`src/rtl/regbank_spill_if.sv`:
```
// Wishbone-classic bus bundle between the spill engine and memory.
// The master drives the request, the slave returns data and acknowledge.
interface regbank_spill_if #(
    parameter int WIDTH  = 32,
    parameter int AWIDTH = 32
);
    logic              cyc;
    logic              stb;
    logic              we;
    logic [AWIDTH-1:0] adr;
    logic [WIDTH-1:0]  dat_o;
    logic [WIDTH-1:0]  dat_i;
    logic              ack;

    modport master (
        output cyc, stb, we, adr, dat_o,
        input  dat_i, ack
    );

    modport slave (
        input  cyc, stb, we, adr, dat_o,
        output dat_i, ack
    );
endinterface

```
`src/rtl/regbank_spill.sv`:
```
// Banked register save/restore engine: spills one bank of the register
// file to memory, or fills it back from memory, over a Wishbone master.
module regbank_spill #(
    parameter int WIDTH  = 32,
    parameter int WINP   = 4,
    parameter int AWIDTH = 32
) (
    input  logic              clk_i,
    input  logic              rst_ni,
    input  logic              start_i,
    input  logic              op_i,
    input  logic [3:0]        bank_i,
    input  logic [AWIDTH-1:0] base_i,
    output logic              busy_o,
    output logic              done_o,
    output logic [3:0]        rf_bank_o,
    output logic [WINP-1:0]   rf_read_o,
    input  logic [WIDTH-1:0]  rf_data_i,
    output logic [WINP-1:0]   rf_write_addr_o,
    output logic [WIDTH-1:0]  rf_write_data_o,
    output logic [1:0]        rf_write_en_o,
    regbank_spill_if.master   bus
);

    localparam int IW = WINP - 1;
    localparam logic [IW-1:0] LAST = '1;

    typedef enum logic [2:0] {
        IDLE,
        SP_RD,
        SP_BUS,
        FL_BUS,
        FL_WR,
        DONE
    } state_t;

    state_t            state;
    logic [IW-1:0]     idx;
    logic [IW-1:0]     idx_nx;
    logic [AWIDTH-1:0] base_q;

    assign idx_nx = idx + IW'(1);

    function automatic logic [AWIDTH-1:0] adr_of(
        input logic [AWIDTH-1:0] b,
        input logic [IW-1:0]     i
    );
        return b + (AWIDTH'(i) << 2);
    endfunction

    // Sequencer: every output is a register set on the transition into
    // the state that presents it, so reset clears the bus at once.
    always_ff @(posedge clk_i or negedge rst_ni) begin
        if (!rst_ni) begin
            state           <= IDLE;
            idx             <= '0;
            base_q          <= '0;
            busy_o          <= 1'b0;
            done_o          <= 1'b0;
            rf_bank_o       <= '0;
            rf_read_o       <= '0;
            rf_write_addr_o <= '0;
            rf_write_data_o <= '0;
            rf_write_en_o   <= 2'b00;
            bus.cyc         <= 1'b0;
            bus.stb         <= 1'b0;
            bus.we          <= 1'b0;
            bus.adr         <= '0;
            bus.dat_o       <= '0;
        end else begin
            unique case (state)
                IDLE: begin
                    if (start_i) begin
                        idx       <= '0;
                        base_q    <= base_i;
                        rf_bank_o <= bank_i;
                        busy_o    <= 1'b1;
                        if (op_i) begin
                            bus.cyc <= 1'b1;
                            bus.stb <= 1'b1;
                            bus.we  <= 1'b0;
                            bus.adr <= base_i;
                            state   <= FL_BUS;
                        end else begin
                            rf_read_o <= {1'b1, IW'(0)};
                            state     <= SP_RD;
                        end
                    end
                end
                SP_RD: begin
                    bus.dat_o <= rf_data_i;
                    bus.adr   <= adr_of(base_q, idx);
                    bus.cyc   <= 1'b1;
                    bus.stb   <= 1'b1;
                    bus.we    <= 1'b1;
                    state     <= SP_BUS;
                end
                SP_BUS: begin
                    if (bus.ack) begin
                        bus.cyc <= 1'b0;
                        bus.stb <= 1'b0;
                        bus.we  <= 1'b0;
                        if (idx == LAST) begin
                            done_o <= 1'b1;
                            state  <= DONE;
                        end else begin
                            idx       <= idx_nx;
                            rf_read_o <= {1'b1, idx_nx};
                            state     <= SP_RD;
                        end
                    end
                end
                FL_BUS: begin
                    if (bus.ack) begin
                        bus.cyc         <= 1'b0;
                        bus.stb         <= 1'b0;
                        rf_write_data_o <= bus.dat_i;
                        rf_write_addr_o <= {1'b1, idx};
                        rf_write_en_o   <= 2'b11;
                        state           <= FL_WR;
                    end
                end
                FL_WR: begin
                    rf_write_en_o <= 2'b00;
                    if (idx == LAST) begin
                        done_o <= 1'b1;
                        state  <= DONE;
                    end else begin
                        idx     <= idx_nx;
                        bus.cyc <= 1'b1;
                        bus.stb <= 1'b1;
                        bus.adr <= adr_of(base_q, idx_nx);
                        state   <= FL_BUS;
                    end
                end
                DONE: begin
                    done_o <= 1'b0;
                    busy_o <= 1'b0;
                    state  <= IDLE;
                end
                default: begin
                    state <= IDLE;
                end
            endcase
        end
    end

endmodule

```
`src/flat_wrapper.sv`:
```
// flat-port wrapper written by rule: the top's interface ports become plain ports
module regbank_spill_flat 
#(
    parameter int WIDTH  = 32,
    parameter int WINP   = 4,
    parameter int AWIDTH = 32
)
  (clk_i, rst_ni, start_i, op_i, bank_i, base_i, busy_o, done_o, rf_bank_o, rf_read_o, rf_data_i, rf_write_addr_o, rf_write_data_o, rf_write_en_o, bus_cyc, bus_stb, bus_we, bus_adr, bus_dat_o, bus_dat_i, bus_ack);
  regbank_spill_if #(.WIDTH(WIDTH), .AWIDTH(AWIDTH)) bus_i ();
  input  logic clk_i;
  input  logic rst_ni;
  input  logic start_i;
  input  logic op_i;
  input  logic [3:0] bank_i;
  input  logic [AWIDTH-1:0] base_i;
  output logic busy_o;
  output logic done_o;
  output logic [3:0] rf_bank_o;
  output logic [WINP-1:0] rf_read_o;
  input  logic [WIDTH-1:0] rf_data_i;
  output logic [WINP-1:0] rf_write_addr_o;
  output logic [WIDTH-1:0] rf_write_data_o;
  output logic [1:0] rf_write_en_o;
  output wire logic [$bits(bus_i.cyc)-1:0] bus_cyc;
  output wire logic [$bits(bus_i.stb)-1:0] bus_stb;
  output wire logic [$bits(bus_i.we)-1:0] bus_we;
  output wire logic [$bits(bus_i.adr)-1:0] bus_adr;
  output wire logic [$bits(bus_i.dat_o)-1:0] bus_dat_o;
  input wire logic [$bits(bus_i.dat_i)-1:0] bus_dat_i;
  input wire logic [$bits(bus_i.ack)-1:0] bus_ack;
  assign bus_cyc = bus_i.cyc;
  assign bus_stb = bus_i.stb;
  assign bus_we = bus_i.we;
  assign bus_adr = bus_i.adr;
  assign bus_dat_o = bus_i.dat_o;
  assign bus_i.dat_i = bus_dat_i;
  assign bus_i.ack = bus_ack;
  regbank_spill #(.WIDTH(WIDTH), .WINP(WINP), .AWIDTH(AWIDTH)) u_core (.clk_i(clk_i), .rst_ni(rst_ni), .start_i(start_i), .op_i(op_i), .bank_i(bank_i), .base_i(base_i), .busy_o(busy_o), .done_o(done_o), .rf_bank_o(rf_bank_o), .rf_read_o(rf_read_o), .rf_data_i(rf_data_i), .rf_write_addr_o(rf_write_addr_o), .rf_write_data_o(rf_write_data_o), .rf_write_en_o(rf_write_en_o), .bus(bus_i));
endmodule
```
`config.mk`:
```
export PLATFORM = sky130hd
export DESIGN_NAME = regbank_spill_flat
export DESIGN_NICKNAME = d
export VERILOG_FILES = /design/src/rtl/regbank_spill_if.sv /design/src/rtl/regbank_spill.sv /design/src/flat_wrapper.sv
export SDC_FILE = /design/constraint.sdc
export NUM_CORES = 1
export LEC_CHECK = 0
export CAP_MARGIN = 0
export CORE_ASPECT_RATIO = 0.7
export CORE_UTILIZATION = 62
export CTS_CLUSTER_DIAMETER = 40
export CTS_CLUSTER_SIZE = 8
export DETAILED_ROUTE_END_ITERATION = 12
export DONT_BUFFER_PORTS = 1
export GPL_ROUTABILITY_DRIVEN = 0
export MAX_ROUTING_LAYER = met4
export PLACE_DENSITY = 0.78
export SLEW_MARGIN = 25
export SYNTH_ARGS = -nofsm -noshare
export SYNTH_HDL_FRONTEND = slang
export SYNTH_SLANG_ARGS = --single-unit
```
`constraint.sdc`:
```
create_clock -name clk_i -period 3.78 [get_ports clk_i]
set_clock_uncertainty 0.1 [all_clocks]
set_input_delay 0 -clock clk_i [delete_from_list [all_inputs] [get_ports clk_i]]
set_output_delay 0 -clock clk_i [all_outputs]
set_load 0.005 [all_outputs]
```
======== Word level (Yosys, flattened, before mapping) ========
Index checks and enable logic that the tools add are counted.
storage, ports and cells
  register bits after elaboration ......... 152
  bits of input ports ..................... 105
  output and inout bits ................... 115
operators by class
  add/subtract/negate cells ............... 3
  equal/unequal tests ..................... 14
  mux-type cells .......................... 35
  reductions and logical operators ........ 21
operators with widths
  operator               number
  $mux W32               3
  $pmux W32 S3           1
  $add A32 B5 Y32        2
  $mux W3                8
  $mux W4                4
  $pmux W3 S5            1
  $ne A2 B2 Y1 const B   7
  $reduce_bool A3 Y1     4
  $reduce_and A2 Y1      5
  $reduce_and A5 Y1      2
  $eq A3 B3 Y1 const B   3
  $mux W1                9
  $pmux W3 S3            1
  $pmux W4 S2            1
  $reduce_and A4 Y1      2
  $eq A3 B2 Y1 const B   2
  $pmux W1 S3            2
  $reduce_and A3 Y1      2
  $reduce_bool A2 Y1     3
  $mux W2                2
  $pmux W1 S4            1
  $pmux W2 S2            1
  $reduce_bool A4 Y1     1
  $add A3 B1 Y3 const B  1
  5 further kinds        5

======== Depth between registers and ports, before layout ========
  depth in word-level cells ............... 4
  depth in mapped cells ................... 13
  mapped depth without buffers ............ 12

======== Worst setup path before layout ========
Ideal clock, no wire load.
  kind .................................... register -> register
  from .................................... reg u_core.state[1]
  to ...................................... reg u_core.bus.adr[28]
  arrival ................................. 3124 ps
  slack ................................... 487 ps
  stages on the path, launching flop included .. 14
  clock period less this slack ............ 3293 ps
  cells stage by stage .................... dfrtp_1 clkbuf_1 inv_1 nand2_1 nor2_1 xor2_1 ha_1 inv_1 fa_1 and2b_2 o2111ai_1 or3_4 or4_1 nand3_1
between the ends
  longest elaborated chain between the ends .. 3
  elaborated cells on any way between the ends .. 9
ends and longest elaborated chain
  what                                                          line                    text
  from (decl)                                                   regbank_spill.sv:37     state_t state;
  from (signal assigned)                                        regbank_spill.sv:55     state <= IDLE;
  from (signal assigned)                                        regbank_spill.sv:83     state <= FL_BUS;
  from (signal assigned)                                        regbank_spill.sv:86     state <= SP_RD;
  $eq A3 B3 Y1, or another cell as far along                    regbank_spill.sv:71     unique case (state)
  $ne A2 B2 Y1 (no line) or $reduce_bool A3 Y1 (tied branches)  --
  $reduce_and A4 Y1 (no line)                                   --
  to (signal assigned)                                          regbank_spill.sv:82     bus.adr <= base_i;
  to (signal assigned)                                          regbank_spill.sv:92     bus.adr <= adr_of(base_q, idx);
  to (signal assigned)                                          regbank_spill.sv:132    bus.adr <= adr_of(base_q, idx_nx);
  to (decl)                                                     regbank_spill_if.sv:16  output cyc, stb, we, adr, dat_o,
Several ways; a longest one is shown, not always the timed one.
A chain may end at the register's enable or synchronous reset.

======== Worst setup path in the final report ========
Ends and elaborated chain as after synthesis.

==> flow_summary.toml <==
[status]
run_status = "finished clean"

[clock_network]
clkTransAtPathRegs_ns = 0.07
postCtsSetupBuffers = 0
clk_latency_ns = 0.42
clock_sinks = 151
h-tree-depth = 4
cts_buffers = 17
clk_path_buf_depth = 2
cts_root_buf = "clkbuf_16"
tritoncts = "done"

[worst_setup_path]
slowest_stage = "dfrtp_1"
cp.required_ns = 4.03
cp_common_cell = "inv_1"
cp.arrival_ns = 3.82
crit_type = "reg -> reg"
crit_fanout = 9
worstSetupStartpoint = "u_core.state[1]$_DFFE_PN0P_"
r2r-start = "u_core.state[1]$_DFFE_PN0P_"
cp-end-kind = "flip-flop"
cpPeakStageDelay_ns = 0.48
crit_chain = "inv_1 -> nand2_1 -> nor2_1 -> xor2_1 -> ha_1 -> inv_1 -> fa_1 -> and2b_2 -> o2111ai_1 -> or3_4 -> or4_1 -> nand3_1"
cp-start-kind = "flip-flop"

[route]
wl_mm = 17.0
wire_per_inst_um = 21.0
drt-initial-drc-count = 499
num_vias = 4959
drt-met1-wl_mm = 6.77
wl_met2_mm = 8.24
vias_per_cell = 6.12
drc = 0
routed-wl-met3_mm = 1.72
drt_pass1_iterations = 5
final_antenna_net_count = 0
top_layer = "met4"

[sta]
min_period_over_period_pct = 94.5
max_slew.worst_pin.slew_ns = 1.01
hold_violations = 0
slew_viol_final = 0
layout_setup_ws_ns = 0.210
fin_tns_setup_ns = 0
min_period_ns = 3.57
relSlewSlack_pct = 32.2
setup_viol = 0
rsz0062_at_grt = "false"
fmax_ghz = 0.280

[pwr]
netSwitchingFraction_pct = 34.9
total_power_mw = 7.16
ir_drop_uv = 526
p_sw_mw = 2.50
pwr-share-seq_pct = 44.6
clkPwrFrac_pct = 25.5
power_density_nw_per_um2 = 840
power.leakage_nw = 3.61
power_frac_comb_pct = 29.9
p_int_mw = 4.66

[logic_synthesis]
synth_fp_nets = 676
synth.largest_area_cell = "dfrtp_1"
synth_area_um2 = 6720
synthArstFlopShare_pct = 100
synthTopCellsByArea = "dfrtp_1 56%, mux2_2 17%, o21ai_0 2.4%"
synthCells = 565
ys_ff_latch = 151
syn-mean-instance-area_um2 = 11.9
ys_warn_count = 0
ys_dominant_reg_cell = "dfrtp_1"
synth_top_area_share_pct = 56.2
ys_seq_area_share_pct = 56.2
post_synth_num_cell_types = 51
synth_edf_count = 0

[final_layout]
ff_latch_area_um2 = 3780
fillers = 545
syn2layout_area_growth_pct = 26.8
mostFrequentLayoutCell = "dfrtp_1"
finalNonFillerCells = 810
diodes = 0
final_cell_mix = "151 x dfrtp_1, 104 x dlygate4sd3_1, 101 x mux2_2"
drive_above_1_share_pct = 23.0
design_area_um2 = 8520
finalNetCount = 776
multi_input_area_um2 = 2740

[flow_run]
maxCapViolations = 0

[placement]
placed_cell_area_um2 = 6810
place_inst = 673
port_buffers = 0
place_ws_ns = 0.343
hpwl_mm = 10.5

[floorplan]
top_level_ports = 220
core-area_um2 = 10400
die_x_um = 126
fp.dieH_um = 89.1
dieArea_um2 = 11300
rows = 31
start_util_pct = 64.4

[global_routing]
antenna_found_initial = 0
grt_pass1_wl_mm = 26.6
overflow = 0
grt_start_max_net_pins = 152
grt_pass1_vias = 5028
track_usage_pct = 32.4

[min_path]
hp-start = "start_i"
hold_path_class = "in -> reg"
## registers in the layout, summed over array words and instances, names as in the netlist, 3 cells and up
| name | cells |
|---|---|
| u_core.idx | 3 |
| u_core.rf_read_o | 4 |
| u_core.rf_write_addr_o | 4 |
| u_core.base_q | 32 |
| u_core.rf_bank_o | 4 |
| u_core.bus.adr | 32 |
| u_core.bus.dat_o | 32 |
| u_core.state | 3 |
| u_core.rf_write_data_o | 32 |
## cells by family (layout without fill, tap and decap cells)
| logic type | count (synthesis) | count (layout) | synth area share [%] |
|---|---|---|---|
| xor gates and xnor gates | 27 | 27 | 3.52 |
| adders and majority gates | 6 | 6 | 1.23 |
| DFF | 151 | 151 | 56.2 |
| and+or+nand+nor | 137 | 137 | 10.3 |
| muxes | 105 | 105 | 17.5 |
| AOI/OAI and AO/OA | 92 | 92 | 8.00 |
| buffers and inverters | 47 | 160 | 3.20 |
## cell type report
cell class                      count  share of cell area (%)
Sequential cell                   151                    44.3
Inverter                           12                   0.528
Timing Repair Buffer              116                    13.5
Clock inverter                     13                    2.26
Multi-Input combinational cell    367                    32.1
Tap cell                          132                    1.94
Clock buffer                       19                    5.31
## metal layers
layer | vias to the layer above | global-route usage (%)
li1 | 2222 | -
met4 | 0 | 10.7
met1 | 2451 | 39.9
met2 | 254 | 50.4
met3 | 32 | 11.4
met5 | - | -
## cells in the mapped netlist, drive strengths merged, types with 2 or more instances
cell and instances:
and2 4, buf 11, and3 12, nor4 11, or2 2, a21oi 28
xnor2 18, xor2 9, nor3 5, inv 12, ha 5, nor2b 2
nand4 7, a31oi 4, nand2b 3, and4 2, dfrtp 151, clkbuf 23
o21ai 32, nand3 13, mux2i 4, o22ai 11, mux2 101, nor3b 2
nor2 29, nand2 39, or4 3, o211ai 5
## worst max-delay path: cells and delay by family (launching register included)
kind	cells	cell delay, ns
AO/OA/AOI/OAI	1	0.22
AND/OR/NAND/NOR	6	1.67
flip-flops	1	0.48
buffers and inverters	2	0.26
adder cells (fa/ha/maj)	2	0.57
XOR/XNOR	1	0.19
## worst paths after layout
check | to | cells after the start | slack, ns
min reg2reg | u_core.rf_write_addr_o[3]$_DFFE_PN0P_ | 1 | 0.42
max reg2reg | u_core.bus.adr[28]$_DFFE_PN0P_ | 12 | 0.21
max | u_core.bus.adr[28]$_DFFE_PN0P_ | 12 | 0.21
min | u_core.base_q[12]$_DFFE_PN0P_ | 4 | 0.16
max in group asynchronous | u_core.rf_write_data_o[18]$_DFFE_PN0P_ | 2 | 2.88
min in group asynchronous | u_core.base_q[23]$_DFFE_PN0P_ | 2 | 0.17
## stage by stage
step / hold WS, ns / utilization [%]
floorplan: -0.396 / -
global placement: -0.391 / 65.2
detailed placement: -0.391 / 65.2
CTS: 0.136 / 81.7
global route: 0.160 / 81.7
finish: 0.157 / 81.7
## repair_timing
| action | in CTS | in global routing |
|---|---|---|
| resized for setup | 0 | 0 |
| hold buffers | 105 | 0 |
| endpoints found under the hold margin | 295 | 0 |
## power groups by stage
stage                     Combinational (mW)  Clock [mW]  Sequential, mW
after floorplan                         1.69           0            2.91
after global placement                  1.88           0            3.14
after detailed placement                1.97           0            3.18
after CTS                               2.11        1.84            3.17
after global routing                    2.36        1.92            3.28
final                                   2.14        1.82            3.19
(Power assumes the default switching activity.)
